<file path="config.mk">
export PLATFORM = sky130hd
export DESIGN_NAME = wash_program_sequencer_flat
export DESIGN_NICKNAME = d
export VERILOG_FILES = /design/src/rtl/wash_program_sequencer_if.sv /design/src/rtl/wash_program_sequencer.sv /design/src/flat_wrapper.sv
export SDC_FILE = /design/constraint.sdc
export NUM_CORES = 1
export LEC_CHECK = 0
export CORE_UTILIZATION = 58
export DETAILED_ROUTE_END_ITERATION = 8
export GPL_ROUTABILITY_DRIVEN = 0
export PLACE_DENSITY = 0.89
export SYNTH_ARGS = -nofsm -noshare
export SYNTH_HDL_FRONTEND = slang
export SYNTH_SLANG_ARGS = --single-unit
</file>
<file path="constraint.sdc">
create_clock -name clk -period 4.2 [get_ports clk]
set_input_delay 1.26 -clock clk [delete_from_list [all_inputs] [get_ports clk]]
set_output_delay 1.26 -clock clk [all_outputs]
set_load 0.005 [all_outputs]
</file>
<file path="src/rtl/wash_program_sequencer_if.sv">
// Command/sensor and actuator bundle between the appliance controller and the wash sequencer.
// The master side drives commands and sensor levels; the sequencer (slave) drives actuators and status.
interface wash_program_sequencer_if;
    logic       start;
    logic       abort;
    logic       door_close;
    logic       water_full;
    logic       water_empty;
    logic       door_lock;
    logic       fill_valve;
    logic       detergent_valve;
    logic       drain_pump;
    logic       motor_on;
    logic       spin_hi;
    logic       done;
    logic       fault;
    logic [3:0] state;

    modport master (
        output start, abort, door_close, water_full, water_empty,
        input  door_lock, fill_valve, detergent_valve, drain_pump,
               motor_on, spin_hi, done, fault, state
    );

    modport slave (
        input  start, abort, door_close, water_full, water_empty,
        output door_lock, fill_valve, detergent_valve, drain_pump,
               motor_on, spin_hi, done, fault, state
    );
endinterface

</file>
<file path="src/rtl/wash_program_sequencer.sv">
// Timed Moore sequencer: lock -> fill -> detergent -> wash -> drain -> (rinse passes) -> spin -> done,
// with fill/drain timeouts, door-open and abort handling forcing FAULT or ABORT_DRAIN.
module wash_program_sequencer #(
    parameter int CNT_W         = 8,
    parameter int FILL_TIMEOUT  = 16,
    parameter int DET_CYCLES    = 4,
    parameter int WASH_CYCLES   = 32,
    parameter int DRAIN_TIMEOUT = 16,
    parameter int SPIN_CYCLES   = 24,
    parameter int RINSES        = 1
) (
    input  logic                        clk,
    input  logic                        reset,
    wash_program_sequencer_if.slave     bus
);

    typedef enum logic [3:0] {
        S_IDLE        = 4'd0,
        S_LOCK        = 4'd1,
        S_FILL        = 4'd2,
        S_DET         = 4'd3,
        S_WASH        = 4'd4,
        S_DRAIN       = 4'd5,
        S_SPIN        = 4'd6,
        S_DONE        = 4'd7,
        S_FAULT       = 4'd8,
        S_ABORT_DRAIN = 4'd9
    } state_t;

    state_t           state_q, state_d;
    logic [CNT_W-1:0] timer_q;
    logic [2:0]       rinse_q, rinse_d;
    logic             in_program;

    always_ff @(posedge clk or negedge reset) begin
        if (!reset) begin
            state_q <= S_IDLE;
            timer_q <= '0;
            rinse_q <= '0;
        end else begin
            state_q <= state_d;
            rinse_q <= rinse_d;
            timer_q <= (state_d != state_q) ? '0 : timer_q + 1'b1;
        end
    end

    // Door and abort supervision only applies while the program is actively running.
    assign in_program = (state_q == S_LOCK) || (state_q == S_FILL) || (state_q == S_DET) ||
                        (state_q == S_WASH) || (state_q == S_DRAIN) || (state_q == S_SPIN);

    always_comb begin
        state_d = state_q;
        rinse_d = rinse_q;
        if (in_program && !bus.door_close) begin
            state_d = S_FAULT;
        end else if (in_program && bus.abort) begin
            state_d = S_ABORT_DRAIN;
        end else begin
            case (state_q)
                S_IDLE:  if (bus.start && bus.door_close) state_d = S_LOCK;
                S_LOCK:  state_d = S_FILL;
                // A sensor edge coinciding with the last allowed cycle still counts as success.
                S_FILL: begin
                    if (bus.water_full)
                        state_d = (rinse_q == 3'd0) ? S_DET : S_WASH;
                    else if (timer_q == CNT_W'(FILL_TIMEOUT - 1))
                        state_d = S_FAULT;
                end
                S_DET:   if (timer_q == CNT_W'(DET_CYCLES - 1)) state_d = S_WASH;
                S_WASH:  if (timer_q == CNT_W'(WASH_CYCLES - 1)) state_d = S_DRAIN;
                S_DRAIN: begin
                    if (bus.water_empty) begin
                        if (rinse_q < 3'(RINSES)) begin
                            state_d = S_FILL;
                            rinse_d = rinse_q + 3'd1;
                        end else begin
                            state_d = S_SPIN;
                        end
                    end else if (timer_q == CNT_W'(DRAIN_TIMEOUT - 1)) begin
                        state_d = S_FAULT;
                    end
                end
                S_SPIN:  if (timer_q == CNT_W'(SPIN_CYCLES - 1)) state_d = S_DONE;
                S_DONE:  if (!bus.start) state_d = S_IDLE;
                S_FAULT: if (bus.abort) state_d = S_IDLE;
                S_ABORT_DRAIN: begin
                    if (bus.water_empty)
                        state_d = S_IDLE;
                    else if (timer_q == CNT_W'(DRAIN_TIMEOUT - 1))
                        state_d = S_FAULT;
                end
                default: state_d = S_IDLE;
            endcase
        end
        if (state_d == S_IDLE) rinse_d = 3'd0;
    end

    always_comb begin
        bus.door_lock       = 1'b0;
        bus.fill_valve      = 1'b0;
        bus.detergent_valve = 1'b0;
        bus.drain_pump      = 1'b0;
        bus.motor_on        = 1'b0;
        bus.spin_hi         = 1'b0;
        bus.done            = 1'b0;
        bus.fault           = 1'b0;
        bus.state           = state_q;
        case (state_q)
            S_LOCK:  bus.door_lock = 1'b1;
            S_FILL:  begin bus.door_lock = 1'b1; bus.fill_valve = 1'b1; end
            S_DET:   begin bus.door_lock = 1'b1; bus.detergent_valve = 1'b1; end
            S_WASH:  begin bus.door_lock = 1'b1; bus.motor_on = 1'b1; end
            S_DRAIN: begin bus.door_lock = 1'b1; bus.drain_pump = 1'b1; end
            S_SPIN: begin
                bus.door_lock  = 1'b1;
                bus.drain_pump = 1'b1;
                bus.motor_on   = 1'b1;
                bus.spin_hi    = 1'b1;
            end
            S_DONE:        bus.done = 1'b1;
            S_ABORT_DRAIN: begin bus.door_lock = 1'b1; bus.drain_pump = 1'b1; end
            // Keep the door latched and pump running until the drum is confirmed empty.
            S_FAULT: begin
                bus.fault      = 1'b1;
                bus.drain_pump = !bus.water_empty;
                bus.door_lock  = !bus.water_empty;
            end
            default: ;
        endcase
    end

endmodule

</file>
<file path="src/flat_wrapper.sv">
// flat-port wrapper written by rule: the top's interface ports become plain ports
module wash_program_sequencer_flat 
#(
    parameter int CNT_W         = 8,
    parameter int FILL_TIMEOUT  = 16,
    parameter int DET_CYCLES    = 4,
    parameter int WASH_CYCLES   = 32,
    parameter int DRAIN_TIMEOUT = 16,
    parameter int SPIN_CYCLES   = 24,
    parameter int RINSES        = 1
)
  (clk, reset, bus_start, bus_abort, bus_door_close, bus_water_full, bus_water_empty, bus_door_lock, bus_fill_valve, bus_detergent_valve, bus_drain_pump, bus_motor_on, bus_spin_hi, bus_done, bus_fault, bus_state);
  wash_program_sequencer_if bus_i ();
  input  logic clk;
  input  logic reset;
  input wire logic [$bits(bus_i.start)-1:0] bus_start;
  input wire logic [$bits(bus_i.abort)-1:0] bus_abort;
  input wire logic [$bits(bus_i.door_close)-1:0] bus_door_close;
  input wire logic [$bits(bus_i.water_full)-1:0] bus_water_full;
  input wire logic [$bits(bus_i.water_empty)-1:0] bus_water_empty;
  output wire logic [$bits(bus_i.door_lock)-1:0] bus_door_lock;
  output wire logic [$bits(bus_i.fill_valve)-1:0] bus_fill_valve;
  output wire logic [$bits(bus_i.detergent_valve)-1:0] bus_detergent_valve;
  output wire logic [$bits(bus_i.drain_pump)-1:0] bus_drain_pump;
  output wire logic [$bits(bus_i.motor_on)-1:0] bus_motor_on;
  output wire logic [$bits(bus_i.spin_hi)-1:0] bus_spin_hi;
  output wire logic [$bits(bus_i.done)-1:0] bus_done;
  output wire logic [$bits(bus_i.fault)-1:0] bus_fault;
  output wire logic [$bits(bus_i.state)-1:0] bus_state;
  assign bus_i.start = bus_start;
  assign bus_i.abort = bus_abort;
  assign bus_i.door_close = bus_door_close;
  assign bus_i.water_full = bus_water_full;
  assign bus_i.water_empty = bus_water_empty;
  assign bus_door_lock = bus_i.door_lock;
  assign bus_fill_valve = bus_i.fill_valve;
  assign bus_detergent_valve = bus_i.detergent_valve;
  assign bus_drain_pump = bus_i.drain_pump;
  assign bus_motor_on = bus_i.motor_on;
  assign bus_spin_hi = bus_i.spin_hi;
  assign bus_done = bus_i.done;
  assign bus_fault = bus_i.fault;
  assign bus_state = bus_i.state;
  wash_program_sequencer #(.CNT_W(CNT_W), .FILL_TIMEOUT(FILL_TIMEOUT), .DET_CYCLES(DET_CYCLES), .WASH_CYCLES(WASH_CYCLES), .DRAIN_TIMEOUT(DRAIN_TIMEOUT), .SPIN_CYCLES(SPIN_CYCLES), .RINSES(RINSES)) u_core (.clk(clk), .reset(reset), .bus(bus_i));
endmodule
</file>
After elaboration in Yosys (flattened, before gate mapping)
Cells that the tools add are included.
{"block": "word_totals", "register_bits": 15, "latchBits": 0, "mem_bits_rw": 0, "romBits": 0, "input_bits": 7, "word_cells": 72, "mem_count": 0}
{"block": "classes", "add_sub_neg": 2, "multipliers": 0, "n_div": 0, "order_cmp": 1, "n_eq_ne": 16, "shift": 0, "muxes": 30, "n_bitwise": 0, "reduce_logical": 20}
{"cell": "two-way mux 4 bit", "count": 12}
{"cell": "case mux 4 bit (10 select lines)", "count": 1}
{"cell": "two-way mux 3 bit", "count": 8}
{"cell": "equality test 4 x 3 -> 1 bit (second input constant)", "count": 4}
{"cell": "equality test 8 x 5 -> 1 bit (second input constant)", "count": 2}
{"cell": "adder 8 x 1 -> 8 bit (second input constant)", "count": 1}
{"cell": "equality test 4 x 2 -> 1 bit (second input constant)", "count": 2}
{"cell": "equality test 4 bit (second input constant)", "count": 2}
{"cell": "equality test 8 x 2 -> 1 bit (second input constant)", "count": 1}
{"cell": "equality test 8 x 4 -> 1 bit (second input constant)", "count": 1}
{"cell": "logical NOT 4 bit", "count": 2}
{"cell": "two-way mux 8 bit", "count": 1}
{"cell": "OR reduction 7 bit", "count": 1}
{"cell": "two-way mux 1 bit", "count": 6}
{"cell": "nonzero test 2 bit", "count": 3}
{"cell": "logical OR 1 bit", "count": 5}
{"cell": "AND reduction 5 bit", "count": 1}
{"cell": "equality test 4 x 1 -> 1 bit (second input constant)", "count": 1}
{"cell": "inequality test 2 bit (second input constant)", "count": 2}
{"cell": "inequality test 4 bit", "count": 1}
{"cell": "case mux 1 bit (2 select lines)", "count": 2}
{"cell": "adder 3 x 1 -> 3 bit (second input constant)", "count": 1}
{"cell": "logical AND 1 bit", "count": 3}
{"cell": "logical NOT 3 bit", "count": 1}
{"cell": "4 further kinds", "count": 5}

Depth between registers and ports, before layout
Gate-level depths: netlist of run 1.
{"block": "depth", "depth_word": 12, "mapped_depth": 8, "ltp_nobuf": 8}

Worst setup path before layout of run 1
No wires, ideal clock.
{"block": "synth_path", "path_kind": "in2out", "startpoint": "in bus_water_empty", "endpoint": "out bus_door_lock", "arrival_ns": 1.553, "required_time_ns": 2.940, "setup_slack_ns": 1.387, "path_stages": 3, "n_path_buf": 0, "cell_sequence": "nor2_1 o22ai_1 a21oi_1"}
{"block": "synth_via", "elab_chain_cells": 2}
{"item": "from (decl)", "line_no": "flat_wrapper.sv:20", "rtl": "input wire logic [$bits(bus_i.water_empty)-1:0] bus_water_empty;"}
{"item": "logical NOT 1 bit", "line_no": "wash_program_sequencer.sv:126", "rtl": "bus.door_lock = !bus.water_empty;"}
{"item": "case mux 1 bit (2 select lines)", "line_no": "wash_program_sequencer.sv:108", "rtl": "case (state_q)"}
{"item": "to (decl)", "line_no": "flat_wrapper.sv:21", "rtl": "output wire logic [$bits(bus_i.door_lock)-1:0] bus_door_lock;"}
No other way between the ends.

Worst setup path in the final report of run 1
Same ends and word-level chain as after synthesis.

==> results.txt, run 1 <==
Reg2reg end = u_core.timer_q[5]
Largest net degree at the start of global routing = 24
Filler cells = 168
Hold_ws = 0.4774 ns
Asr flop ratio synth = 100.0%
# IOs = 19
Cell area after synthesis = 0.001289 mm2
Core footprint = 0.002022 mm2
Status = finished, final reports clean
Critical path depth = 5
CP startpoint kind = input port
Detailed Routing Iterations Pass 1 = 4
Hold Path Class = reg2reg
R2R Path Start = u_core.bus.state[2]
H-tree depth = 1
CP Cell Sequence = clkdlybuf4s50_1, nor2_1, o22ai_1, a21oi_1, clkdlybuf4s50_1
Die H = 49.14 um
GR Overflow Total = 0
Most frequent CP cell = clkdlybuf4s50_1
Final Cycle Share = 93.22%
Clock tree from TritonCTS = done
Layout area overhead = 13.49%
Power share of the clock group = 11.0%
Ant. Diodes = 0
Fin. Hold Viols = 0
Post_cts resized = 0
Post-CTS Hold Buffers = 0
EDFF count, synth = 0
Post-CTS Setup Bufs = 0
Syn Inst Count = 149
Crit path required time = 2.94 ns
First-pass GRT wire length = 5.126 mm
Dpl hpwl = 2.321 mm
Tot Pwr = 718.4 uW
Core Rows = 16
Critical Path Max Stage Delay = 0.52 ns
Arrival time at the worst endpoint = 2.66 ns
CP max-delay cell = clkdlybuf4s50_1
Crit-path leading delay family = buffers and inverters
Share of cells above drive strength 1 = 10.30%
Register bit count reported by yosys = 15
Synth Flop Type = dfrtp_1
Initial Util = 63.74%
Initial antenna violation count = 0
Reg2Reg Depth = 7
Core Util, Final = 72.34%
YS warnings = 0
Psw = 332.9 uW
Nets = 176
Clk_lat worst skew = 0.28 ns
Buffers on Ports = 18
DR iter-0 viols = 52
Residual DRC = 0
Antenna-violating nets left = 0
Yosys cell types = 47
Skew final = 0.003041 ns
Gr usage total = 27.52%
Worst slew pin tran = 0.6754 ns
Area leader, netlist = dfrtp_1
Setup crit start = bus_water_empty
Max-Cap Viols = 0
Synthesized area per cell = 8.649 um2
Via density = 6.406
Clock Path Buffers = 2
Leak pwr = 0.5703 nW
Top-area cell type share of the netlist area = 29.13%
RSZ-0062 raised after global routing = no
Buf+Inv Stages, Crit Path = 2
Sum Neg Setup Slack = 0 ns
Reg clk slew, reported paths = 0.08 ns
Critical path capture point = bus_door_lock
Min cycle time layout = 3.915 ns
Synthesized Nets = 159
Die ar. = 0.002414 mm2
Nature of the critical path endpoint = output pin
Die Wd = 49.14 um
Number of global-route vias before repair = 1064
Clock buffer count from CTS = 3
Clk sinks = 15
Logic pwr share = 59.1%
Critical Path Fanout Max = 7
Max Fclk = 255.4 MHz
Slew Viols, Final = 0
Sw Share = 46.34%
Sequential share of power = 29.8%
Register area share after synthesis = 29.13%
Ratio of total power to cell area = 491.2 mW/mm2
VDD IR-drop max = 307.5 uV
Max-slew headroom = 54.98%
Final setup vio count = 0
Pint = 385.5 uW
Routed WL per cell = 15.45 um
Critical path class = in2out
Vias post-DR = 1230
CTS root buf = clkbuf_4
WL final = 2.966 mm
Area contributors post-synth = dfrtp_1 29%, nor3_1 7.0%, a21oi_1 4.7%
FF-to-FF setup slack = 1.69 ns
[synthesized netlist by cell type, types with 2 or more instances]
cell       n
o22ai_1    2
or3_1      3
clkbuf_8   2
nor4_1     2
xor2_1     3
nand3_1    6
or2b_2     2
nor2_1    12
and2b_2    2
a31oi_1    2
buf_2      2
o22a_1     2
o21ai_0    3
ha_1       3
nand2b_1   4
inv_1      5
a21oi_1   12
nor4b_1    2
and3_1     2
a211oi_1   2
dfrtp_1   15
nand3b_1   3
xnor2_1    6
nand2_1   10
nor3_1    18
clkbuf_1   3
[power by group through the flow]
stage,logic [mW],registers [mW],clock network [mW]
after detailed placement,0.421,0.216,0
after floorplan,0.331,0.181,0
after CTS,0.422,0.213,0.0818
after global routing,0.463,0.219,0.0900
final,0.425,0.214,0.0792
after global placement,0.407,0.213,0
[metal layers]
layer | track usage [%] | routed length, um
met5 | 0 | 0
met3 | 5.296 | 267
met2 | 40.64 | 1357
met4 | 9.314 | 71
met1 | 39.96 | 1271
[state kept, by name, summed over array words and instances, names as in the netlist]
| register | cells |
|---|---|
| u_core.rinse_q | 3 |
| u_core.timer_q | 8 |
| u_core.bus.state | 4 |
[placed cells by master (no fill, tap or decap), drive strengths merged, types with 5 or more instances in the layout]
cell	n
xnor2	7
clkdlybuf4s50	18
nor3	18
a21oi	12
nand2	10
nor2	12
nand3	6
dfrtp	15
inv	5
[worst min-delay path by stage]
| stage | from | to | cells after the start |
|---|---|---|---|
| floorplan | u_core.timer_q[0] | u_core.timer_q[0] | 1 |
| global placement | u_core.timer_q[0] | u_core.timer_q[0] | 1 |
| detailed placement | u_core.timer_q[0] | u_core.timer_q[0] | 1 |
| CTS | u_core.timer_q[0] | u_core.timer_q[0] | 1 |
| global route | u_core.timer_q[0] | u_core.timer_q[0] | 1 |
| finish | u_core.timer_q[0] | u_core.timer_q[0] | 1 |
[layout make-up]
| class | instances | area (um2) | area share (%) |
|---|---|---|---|
| clock buffer | 4 | 26.28 | 1.796 |
| tap | 27 | 33.78 | 2.310 |
| inverter | 6 | 22.52 | 1.540 |
| timing repair buffer | 20 | 195.2 | 13.34 |
| multi-input combinational | 120 | 809.5 | 55.35 |
| sequential | 15 | 375.4 | 25.66 |
[through the flow]
| stage | cell area [um2] | std cells | worst slack [ns] |
|---|---|---|---|
| 2_1_floorplan | 1289 | 149 | 1.387 |
| 3_3_place_gp | 1436 | 188 | 0.3659 |
| 3_5_place_dp | 1436 | 188 | 0.3006 |
| 4_1_cts | 1463 | 192 | 0.3018 |
| 5_1_grt | 1463 | 192 | 0.1950 |
| 6_report | 1463 | 192 | 0.2849 |
[cells by family after synthesis]
kind of cell / after synthesis / share of synthesized area [%]
adders and majority gates: 3 / 2.913
buffers and inverters: 14 / 8.058
xor gates and xnor gates: 10 / 7.379
DFF: 15 / 29.13
and+or+nand+nor: 74 / 34.18
AOI/OAI and AO/OA: 33 / 18.35
Power figures use the tool's default switching activity.
==> run 2: changes to the inputs <==
--- a/config.mk
+++ b/config.mk
@@ -9,6 +9,7 @@
 export DETAILED_ROUTE_END_ITERATION = 8
 export GPL_ROUTABILITY_DRIVEN = 0
 export PLACE_DENSITY = 0.89
+export SLEW_MARGIN = 40
 export SYNTH_ARGS = -nofsm -noshare
 export SYNTH_HDL_FRONTEND = slang
 export SYNTH_SLANG_ARGS = --single-unit
==> results of run 2 <==
Final layout, timing and power as in run 1 (identical DEF).
==> run 3: changes to the inputs <==
--- a/config.mk
+++ b/config.mk
@@ -8,6 +8,7 @@
 export CORE_UTILIZATION = 58
 export DETAILED_ROUTE_END_ITERATION = 8
 export GPL_ROUTABILITY_DRIVEN = 0
+export GPL_TIMING_DRIVEN = 0
 export PLACE_DENSITY = 0.89
 export SLEW_MARGIN = 40
 export SYNTH_ARGS = -nofsm -noshare
==> constraint.sdc (replaced) <==
create_clock -name clk -period 4.2 [get_ports clk]
set_input_delay 1.26 -clock clk [delete_from_list [all_inputs] [get_ports clk]]
set_output_delay 1.26 -clock clk [all_outputs]
set_load 0.05 [all_outputs]
==> results.txt, run 3 (synthesized netlist as in run 1, its figures left out) <==
Clock tree from TritonCTS = done
Sw Share = 53.08% (+6.7 points)
# IOs = 19 (unchanged)
Vias post-DR = 1284 (+4.4%)
CTS root buf = clkbuf_4
Psw = 446.0 uW (+34%)
Hold path depth = 1 (unchanged)
Residual DRC = 0 (unchanged)
Hold_sp = u_core.timer_q[0]
Max-Cap Viols = 0 (unchanged)
Worst slew pin tran = 0.6500 ns (-0.02540 ns)
CP max-delay cell = dlygate4sd2_1
Slew Viols, Final = 0 (unchanged)
Worst hold endpoint = u_core.timer_q[0]
Clock buffer count from CTS = 3 (unchanged)
GR Overflow Total = 0 (unchanged)
Critical Path Max Stage Delay = 0.54 ns (+0.02 ns)
Reg2reg end = u_core.timer_q[6]
Post-place setup slack = -0.01754 ns (-0.3181 ns)
Max-slew headroom = 56.06% (+1.1 points)
Share of cells above drive strength 1 = 12.28% (+2.0 points)
Buffers on Ports = 18 (unchanged)
Die H = 49.14 um (unchanged)
VDD IR-drop max = 415.0 uV (+35%)
Crit-path leading delay family = buffers and inverters
Crit path required time = 2.94 ns (about the same)
Arrival time at the worst endpoint = 2.69 ns (+0.03 ns)
Initial antenna violation count = 0 (unchanged)
Clk sinks = 15 (unchanged)
Antenna-violating nets left = 0 (unchanged)
Initial Util = 63.74% (unchanged)
Hold_ws = 0.4838 ns (+0.006391 ns)
Die Wd = 49.14 um (unchanged)
Clk_lat worst skew = 0.29 ns (about the same)
Pint = 394.3 uW (+2.3%)
Hold Path Class = reg2reg
Gr usage total = 29.27% (+1.8 points)
Buf+Inv Stages, Crit Path = 2 (unchanged)
Logic pwr share = 68.5% (+9.4 points)
Sum Neg Setup Slack = 0 ns (unchanged)
Core footprint = 0.002022 mm2 (unchanged)
Nature of the critical path endpoint = output pin
Leak pwr = 0.6108 nW (+7.1%)
Critical Path Fanout Max = 7 (unchanged)
Max Fclk = 253.3 MHz (-0.82%)
Fin cells = 198 (+3.1%)
Most frequent cells in the layout = 18 x nor3_1, 16 x clkdlybuf4s50_1, 15 x dfrtp_1
Largest register FFs = 8 (unchanged)
CP Cell Sequence = clkdlybuf4s50_1, nor2_1, o22ai_1, a21oi_1, dlygate4sd2_1
Dpl hpwl = 2.415 mm (+4.0%)
Die ar. = 0.002414 mm2 (unchanged)
Number of global-route vias before repair = 1137 (+6.9%)
Status = finished, final reports clean
RSZ-0062 raised after global routing = no
Ratio of total power to cell area = 550.0 mW/mm2 (+12%)
Core Rows = 16 (unchanged)
Routed WL per cell = 15.85 um (+2.6%)
Skew final = 0.002520 ns (-0.0005214 ns)
DR iter-0 viols = 58 (+12%)
Via density = 6.485 (+1.2%)
Final setup vio count = 0 (unchanged)
CP startpoint kind = input port
Final Cycle Share = 93.99% (+0.77 points)
Min cycle time layout = 3.948 ns (+0.03248 ns)
Placed Cells = 194 (+3.2%)
Detailed Routing Iterations Pass 1 = 5 (+1)
Reg2Reg Depth = 7 (unchanged)
Tot Pwr = 840.2 uW (+17%)
WL final = 3.139 mm (+5.8%)
Largest Register = u_core.timer_q
Power share of the clock group = 9.9% (-1.1 points)
First-pass GRT wire length = 5.292 mm (+3.2%)
Nets = 182 (+3.4%)
Critical path class = in2out
Fin. Hold Viols = 0 (unchanged)
R2R Path Start = u_core.timer_q[0]
Sequential share of power = 21.6% (-8.2 points)
Largest net degree at the start of global routing = 16 (-33%)
FF-to-FF setup slack = 1.79 ns (+0.10 ns)
Worst setup margin = 0.2524 ns (-0.03248 ns)
Ant. Diodes = 0 (unchanged)
Reg clk slew, reported paths = 0.09 ns (about the same)
H-tree depth = 1 (unchanged)
Post-CTS Hold Buffers = 0 (unchanged)
Most common cell after layout, fill and taps aside = nor3_1
Layout area overhead = 18.54%
Clock Path Buffers = 2 (unchanged)
run 3: cell count changes in the layout (fill, tap and decap cells not counted):
cell             change
clkbuf_1             +2
buf_2                +2
buf_4                -2
dlygate4sd2_1        +2
clkdlybuf4s50_1      -2
clkinv_2             +1
bufbuf_16            +1
clkbuf_8             +2
run 3: per-layer routing:
| layer | vias up | track usage, % | wire (um) |
|---|---|---|---|
| li1 | 595 | - | - |
| met1 | 594 | 38.42 | 1238 |
| met2 | 82 | 45.21 | 1480 |
| met3 | 13 | 5.919 | 314 |
| met4 | 0 | 15.20 | 105 |
| met5 | - | 0 | 0 |
run 3: worst max path at each step:
stage | start | end | slack (ns) | depth (start not counted)
6_report | bus_water_empty | bus_door_lock | 0.25 | 5
5_1_grt | bus_water_empty | bus_door_lock | 0.16 | 5
4_1_cts | bus_water_empty | bus_door_lock | 0.26 | 5
3_5_place_dp | bus_water_empty | bus_door_lock | -0.02 | 5
3_3_place_gp | bus_water_empty | bus_door_lock | 0.009 | 5
2_1_floorplan | u_core.bus.state[0] | bus_fill_valve | 0.38 | 2
run 3: timing repair:
action | in CTS | in global routing
buffers inserted | 0 | 0
endpoints found under the hold margin | 0 | 0
endpoints found under the setup margin | 2 | 0
gates resized for setup | 2 | 0
run 3: power groups by stage:
stage          Sequential, mW  Combinational [mW]  Clock, mW
3_5_place_dp            0.184               0.573          0
6_report                0.182               0.575     0.0833
2_1_floorplan           0.218               0.394          0
5_1_grt                 0.184               0.617     0.0916
4_1_cts                 0.181               0.567     0.0851
3_3_place_gp            0.182               0.559          0
run 3: metrics by stage:
stage | area, um2 | utilization [%]
2_1_floorplan | 1289 | -
3_3_place_gp | 1503 | 74.32
3_5_place_dp | 1503 | 74.32
4_1_cts | 1528 | 75.56
5_1_grt | 1528 | 75.56
6_report | 1528 | 75.56
run 3: area by class of cell:
cell class | count | area, um2
Buffer | 8 | 81.33
Clock buffer | 3 | 22.52
Clock inverter | 1 | 5.005
Fill cell | 162 | 494.2
Inverter | 6 | 22.52
Multi-Input combinational cell | 120 | 809.5
Sequential cell | 15 | 375.4
Tap cell | 27 | 33.78
Timing Repair Buffer | 18 | 177.7
